==> src/rtl/apple_spawn_ctrl_pkg.sv <==
// Shared game definitions: FSM states, coordinate types and default geometry
// used by the apple, snake-head and renderer blocks.
package apple_spawn_ctrl_pkg;

  typedef logic [9:0]  coord_t;
  typedef logic [10:0] coord_ext_t;

  typedef enum logic [2:0] {
    ST_IDLE     = 3'd0,
    ST_SAMPLE_X = 3'd1,
    ST_SAMPLE_Y = 3'd2,
    ST_CHECK    = 3'd3,
    ST_SHOWN    = 3'd4,
    ST_COOLDOWN = 3'd5
  } state_e;

  localparam int APPLE_SIZE_DEF   = 15;
  localparam int HEAD_SIZE_DEF    = 15;
  localparam int H_OFF_DEF        = 170;
  localparam int V_OFF_DEF        = 60;
  localparam int MAX_RETRY_DEF    = 7;
  localparam int COOLDOWN_CYC_DEF = 3;

  // Edge + size widened by one bit so box comparisons can never wrap.
  function automatic coord_ext_t ext_add(input coord_t base, input coord_t delta);
    return {1'b0, base} + {1'b0, delta};
  endfunction

endpackage

==> src/rtl/apple_spawn_ctrl_box_overlap.sv <==
// Combinational axis-aligned bounding-box intersection test (inclusive edges).
module box_overlap
  import apple_spawn_ctrl_pkg::*;
(
  input  coord_ext_t a_l,
  input  coord_ext_t a_r,
  input  coord_ext_t a_u,
  input  coord_ext_t a_d,
  input  coord_ext_t b_l,
  input  coord_ext_t b_r,
  input  coord_ext_t b_u,
  input  coord_ext_t b_d,
  output logic       hit
);

  assign hit = (a_l <= b_r) && (a_r >= b_l) && (a_u <= b_d) && (a_d >= b_u);

endmodule

==> src/rtl/apple_spawn_ctrl.sv <==
// Apple life-cycle sequencer: samples a position from the random source, avoids
// the snake head, shows the apple, detects eating and respawns after a cooldown.
module apple_spawn_ctrl
  import apple_spawn_ctrl_pkg::*;
#(
  parameter int APPLE_SIZE   = APPLE_SIZE_DEF,
  parameter int HEAD_SIZE    = HEAD_SIZE_DEF,
  parameter int H_OFF        = H_OFF_DEF,
  parameter int V_OFF        = V_OFF_DEF,
  parameter int MAX_RETRY    = MAX_RETRY_DEF,
  parameter int COOLDOWN_CYC = COOLDOWN_CYC_DEF
) (
  input  logic       clk,
  input  logic       rst_n,
  input  logic       start,
  input  logic       game_over,
  // Random source; "rand" itself is a reserved word.
  input  logic [7:0] rand_in,
  input  logic [9:0] head_l,
  input  logic [9:0] head_u,
  output logic [9:0] Hl,
  output logic [9:0] Hr,
  output logic [9:0] Vu,
  output logic [9:0] Vd,
  output logic       apple_valid,
  output logic       eaten,
  output logic [7:0] score
);

  localparam coord_t     APPLE_SZ    = coord_t'(APPLE_SIZE);
  localparam coord_t     HEAD_SZ     = coord_t'(HEAD_SIZE);
  localparam coord_t     H_OFF_C     = coord_t'(H_OFF);
  localparam coord_t     V_OFF_C     = coord_t'(V_OFF);
  localparam logic [7:0] MAX_RETRY_C = 8'(MAX_RETRY);
  localparam logic       COOL_SKIP   = (COOLDOWN_CYC == 0);
  localparam logic [7:0] COOL_LAST   = (COOLDOWN_CYC > 0) ? 8'(COOLDOWN_CYC - 1) : 8'd0;

  state_e     state_q, state_d;
  coord_t     cand_l_q, cand_l_d;
  coord_t     cand_u_q, cand_u_d;
  coord_t     hl_q, hl_d, hr_q, hr_d, vu_q, vu_d, vd_q, vd_d;
  logic       valid_q, valid_d;
  logic       eaten_q, eaten_d;
  logic [7:0] score_q, score_d;
  logic [7:0] retry_q, retry_d;
  logic [7:0] cool_q, cool_d;
  logic       check_hit_s;
  logic       eat_hit_s;

  box_overlap u_check_overlap (
    .a_l (coord_ext_t'({1'b0, cand_l_q})),
    .a_r (ext_add(cand_l_q, APPLE_SZ)),
    .a_u (coord_ext_t'({1'b0, cand_u_q})),
    .a_d (ext_add(cand_u_q, APPLE_SZ)),
    .b_l (coord_ext_t'({1'b0, head_l})),
    .b_r (ext_add(head_l, HEAD_SZ)),
    .b_u (coord_ext_t'({1'b0, head_u})),
    .b_d (ext_add(head_u, HEAD_SZ)),
    .hit (check_hit_s)
  );

  box_overlap u_eat_overlap (
    .a_l (coord_ext_t'({1'b0, hl_q})),
    .a_r (coord_ext_t'({1'b0, hr_q})),
    .a_u (coord_ext_t'({1'b0, vu_q})),
    .a_d (coord_ext_t'({1'b0, vd_q})),
    .b_l (coord_ext_t'({1'b0, head_l})),
    .b_r (ext_add(head_l, HEAD_SZ)),
    .b_u (coord_ext_t'({1'b0, head_u})),
    .b_d (ext_add(head_u, HEAD_SZ)),
    .hit (eat_hit_s)
  );

  // Next-state and next-output logic; the stop override outranks everything.
  always_comb begin
    state_d  = state_q;
    cand_l_d = cand_l_q;
    cand_u_d = cand_u_q;
    hl_d     = hl_q;
    hr_d     = hr_q;
    vu_d     = vu_q;
    vd_d     = vd_q;
    valid_d  = valid_q;
    eaten_d  = 1'b0;
    score_d  = score_q;
    retry_d  = retry_q;
    cool_d   = cool_q;

    if ((state_q != ST_IDLE) && (!start || game_over)) begin
      state_d = ST_IDLE;
      hl_d    = 10'd0;
      hr_d    = 10'd0;
      vu_d    = 10'd0;
      vd_d    = 10'd0;
      valid_d = 1'b0;
      retry_d = 8'd0;
      cool_d  = 8'd0;
    end else begin
      case (state_q)
        ST_IDLE: begin
          if (start && !game_over) begin
            state_d = ST_SAMPLE_X;
            score_d = 8'd0;
          end else begin
            state_d = ST_IDLE;
          end
        end
        ST_SAMPLE_X: begin
          cand_l_d = {1'b0, rand_in, 1'b0} + H_OFF_C;
          state_d  = ST_SAMPLE_Y;
        end
        ST_SAMPLE_Y: begin
          cand_u_d = {2'b00, rand_in} + V_OFF_C;
          state_d  = ST_CHECK;
        end
        ST_CHECK: begin
          if (check_hit_s && (retry_q < MAX_RETRY_C)) begin
            retry_d = retry_q + 8'd1;
            state_d = ST_SAMPLE_X;
          end else begin
            hl_d    = cand_l_q;
            hr_d    = cand_l_q + APPLE_SZ;
            vu_d    = cand_u_q;
            vd_d    = cand_u_q + APPLE_SZ;
            valid_d = 1'b1;
            retry_d = 8'd0;
            state_d = ST_SHOWN;
          end
        end
        ST_SHOWN: begin
          if (eat_hit_s) begin
            eaten_d = 1'b1;
            score_d = (score_q == 8'hFF) ? score_q : score_q + 8'd1;
            hl_d    = 10'd0;
            hr_d    = 10'd0;
            vu_d    = 10'd0;
            vd_d    = 10'd0;
            valid_d = 1'b0;
            cool_d  = 8'd0;
            if (COOL_SKIP) begin
              state_d = ST_SAMPLE_X;
            end else begin
              state_d = ST_COOLDOWN;
            end
          end else begin
            state_d = ST_SHOWN;
          end
        end
        ST_COOLDOWN: begin
          if (cool_q >= COOL_LAST) begin
            cool_d  = 8'd0;
            state_d = ST_SAMPLE_X;
          end else begin
            cool_d  = cool_q + 8'd1;
            state_d = ST_COOLDOWN;
          end
        end
        default: begin
          state_d = ST_IDLE;
          hl_d    = 10'd0;
          hr_d    = 10'd0;
          vu_d    = 10'd0;
          vd_d    = 10'd0;
          valid_d = 1'b0;
          retry_d = 8'd0;
          cool_d  = 8'd0;
        end
      endcase
    end
  end

  // State and output registers, cleared asynchronously by rst_n.
  always_ff @(posedge clk or negedge rst_n) begin
    if (!rst_n) begin
      state_q  <= ST_IDLE;
      cand_l_q <= 10'd0;
      cand_u_q <= 10'd0;
      hl_q     <= 10'd0;
      hr_q     <= 10'd0;
      vu_q     <= 10'd0;
      vd_q     <= 10'd0;
      valid_q  <= 1'b0;
      eaten_q  <= 1'b0;
      score_q  <= 8'd0;
      retry_q  <= 8'd0;
      cool_q   <= 8'd0;
    end else begin
      state_q  <= state_d;
      cand_l_q <= cand_l_d;
      cand_u_q <= cand_u_d;
      hl_q     <= hl_d;
      hr_q     <= hr_d;
      vu_q     <= vu_d;
      vd_q     <= vd_d;
      valid_q  <= valid_d;
      eaten_q  <= eaten_d;
      score_q  <= score_d;
      retry_q  <= retry_d;
      cool_q   <= cool_d;
    end
  end

  assign Hl          = hl_q;
  assign Hr          = hr_q;
  assign Vu          = vu_q;
  assign Vd          = vd_q;
  assign apple_valid = valid_q;
  assign eaten       = eaten_q;
  assign score       = score_q;

endmodule

==> config.mk <==
export PLATFORM = sky130hd
export DESIGN_NAME = apple_spawn_ctrl
export DESIGN_NICKNAME = d
export VERILOG_FILES = /design/src/rtl/apple_spawn_ctrl_pkg.sv /design/src/rtl/apple_spawn_ctrl_box_overlap.sv /design/src/rtl/apple_spawn_ctrl.sv
export SDC_FILE = /design/constraint.sdc
export NUM_CORES = 1
export LEC_CHECK = 0
export ABC_AREA = 1
export CAP_MARGIN = 10
export CORE_MARGIN = 10
export CORE_UTILIZATION = 50
export CTS_BUF_LIST = sky130_fd_sc_hd__clkbuf_4 sky130_fd_sc_hd__clkbuf_8
export DETAILED_ROUTE_END_ITERATION = 10
export GPL_ROUTABILITY_DRIVEN = 0
export PLACE_DENSITY_LB_ADDON = 0.05
export SKIP_CTS_REPAIR_TIMING = 1
export SYNTH_ARGS = -nofsm -noshare
export SYNTH_HDL_FRONTEND = slang
export SYNTH_SLANG_ARGS = --single-unit
==> constraint.sdc <==
create_clock -name clk -period 4.1 [get_ports clk]
set_input_delay 0.41 -clock clk [delete_from_list [all_inputs] [get_ports clk]]
set_output_delay 0.41 -clock clk [all_outputs]
set_load 0.03 [all_outputs]
==> impl_metrics.yaml <==
cts:
  h-tree-depth: 3
  cts_buffer_depth: 2
  root_buffer: "clkbuf_8"
  clkLatencyLatePin_ps: 370
  clk_pin_slew_ps: 90
  cts.sinks: 84
  cts_buffers: 9
  cts_tree: "done"
floorplanning:
  dieHeight_um: 135
  ioPinCount: 82
  coreArea_um2: 12800
  die_area_um2: 18200
  initial_core_util_pct: 51.7
  die_w_um: 135
  row_count: 41
hold_path:
  hold_path_class: "in -> async"
drt:
  drc: 0
  vias_per_cell: 5.16
  via_count: 5996
  first_pass_iters: 5
  wl_um: 17500
  antenna_left: 0
  first_iter_violations: 430
  wl_per_cell_um: 15.0
critical_path:
  cp_data_arrival_time_ps: 3710
  endpoint_kind: "flop"
  cp-start-kind: "flop"
  timing.rr.start: "cand_u_q[0]"
  crit_required_ps: 4420
  crit_start: "cand_u_q[0]"
  critical_path_class: "reg -> reg"
  path_max_fanout: 22
yosys:
  yosys.area.top_type: "dfrtp_1"
  synth_seq_cells: 84
  synth_area_leaders: "dfrtp_1, ha_1, nand2_1"
  yosysTopAreaCellShare_pct: 31.8
  yosys_warnings: 0
  synth_area_um2: 6610
  synth_cell_type_count: 42
  synthFlopType: "dfrtp_1"
  avgSynthCellArea_um2: 7.28
  synthArstFlopShare_pct: 100
  synth-edff-count: 0
  syn-instance-count: 908
  ys_seq_area_share_pct: 31.8
finish:
  final_util_pct: 60.5
  finish.net_count: 1103
  drive_gt1_share_pct: 4.55
  syn_to_final_growth_pct: 17.0
  seqCellArea_um2: 2100
  diodes: 0
  multi_input_area_um2: 3860
  fill_cells: 1248
pwr:
  powerDensity_nw_per_um2: 463
  ir_drop_mv: 0.367
  p_total_mw: 3.58
  leakage_nw: 4.07
grt:
  grt_overflow: 0
  grt_use_total_pct: 19.5
  grt_pass1_vias: 5589
  antenna_found_initial: 0
  grt_pass1_wl_um: 28800
  grt_max_degree: 49
sta:
  skew_ps: 11.8
  finalHoldViolCount: 0
  rsz0062_at_grt: "no"
  fin_crit_ps: 3400
  clock.fmax_ghz: 0.294
  finalMaxSlewViolations: 0
  worst_slew_margin_rel_pct: 52.0
  final-setup-viol-count: 0
  worst_slew_pin_slew_ps: 717
  setup_tns_ps: 0
  finalCritPeriodShare_pct: 82.8
  setup_slack_ps: 704
place:
  post-place-ws_ps: 503
  dp_hpwl_um: 13800
  port_buffers: 79
flow_run:
  drv_cap: 0
status:
  run_status: "finished, final reports clean"
[layer usage]
layer	vias to the layer above	routed length [um]	GRT usage, %	share of wire, %
met5	-	0	0	0
met4	0	289	5.74	1.7
met3	20	937	3.86	5.4
met2	135	7820	30.7	45
met1	2719	8440	26.5	48
li1	3122	-	-	-
[where the power goes]
group	internal [mW]	switching (mW)	total [mW]
registers	0.948	0.164	1.11
clock network	0.248	0.308	0.556
logic	0.645	1.27	1.91
total	1.84	1.74	3.58
[cell usage in the layout, fill, tap and decap left out, types with 3 or more instances in the layout]
| cell | n |
|---|---|
| nand2_1 | 233 |
| xnor2_1 | 7 |
| nor3_1 | 11 |
| dfrtp_1 | 84 |
| o21ai_1 | 6 |
| nor4_1 | 3 |
| nor2_1 | 100 |
| o21bai_1 | 3 |
| o211ai_1 | 3 |
| o21ai_0 | 34 |
| a21oi_1 | 37 |
| buf_4 | 14 |
| ha_1 | 86 |
| clkbuf_8 | 10 |
| inv_2 | 3 |
| nand3_2 | 3 |
| xor2_1 | 24 |
| or2_2 | 3 |
| nand3_1 | 37 |
| nand4_1 | 51 |
| inv_1 | 126 |
| clkdlybuf4s50_1 | 78 |
| a21o_1 | 3 |
[registers in the layout, indices dropped and copies added, names as in the netlist]
signal / count
Vd: 10
state_q: 3
score: 8
Vu: 9
cool_q: 8
cand_l_q: 9
Hr: 10
Hl: 9
retry_q: 8
eaten: 1
cand_u_q: 9
[synth_stat cells, types with 4 or more instances]
library cell,number
nor2_1,100
inv_1,126
o21ai_1,6
o21ai_0,34
buf_6,4
a21oi_1,37
xnor2_1,7
nand4_1,51
dfrtp_1,84
nor3_1,11
nand3_1,37
xor2_1,24
buf_2,6
buf_4,5
ha_1,86
nand2_1,233
clkbuf_1,12
[layout make-up]
class	count	area share (%)
Clock inverter	4	0.324
Sequential cell	84	27.2
Clock buffer	12	1.97
Tap cell	172	2.78
Timing Repair Buffer	92	11.5
Inverter	130	6.31
Multi-Input combinational cell	668	50.0
[per-stage QoR]
step / instance area, um2 / cells / hold slack (ps)
2_1_floorplan: 6610 / 909 / 114
3_3_place_gp: 7560 / 1146 / 469
3_5_place_dp: 7560 / 1146 / 478
4_1_cts: 7730 / 1162 / 89.6
5_1_grt: 7730 / 1162 / 115
6_report: 7730 / 1162 / 71.1
[path summary, 6_finish.rpt]
kind | cells past startpoint | to | slack [ps]
worst min register to register | 2 | cool_q[6] | 490
worst max-delay path | 17 | Vu[7] | 700
worst min-delay path | 1 | Hl[1] | 70
max in group asynchronous | 2 | retry_q[1] | 3090
worst max register to register | 17 | Vu[7] | 700
min in group clk | 2 | cool_q[6] | 490
[kinds of logic (layout without fill, tap and decap cells)]
group	count (synthesis)	in the layout	share of synthesized area (%)
simple gates	449	449	29.5
fa+ha+maj	86	86	16.3
flops	84	84	31.8
buf+inv	157	238	9.77
compound gates	100	100	8.48
xor+xnor	31	31	4.11
other cells	1	2	0.0567
[critical path: stages, from the launching register on]
cell and delay, ps:
dfrtp_1 440, inv_1 160, ha_1 260, nand3_1 170, nand2_1 70, nor3_1 140
buf_4 170, nand2_1 60, xor2_1 220, inv_1 70, ha_1 290, and3_1 200
nand4_1 90, nand4_1 260, nand4_4 200, buf_4 280, nand4_1 170, nand2_1 100
Note: power is estimated with default switching activity, not from simulation.
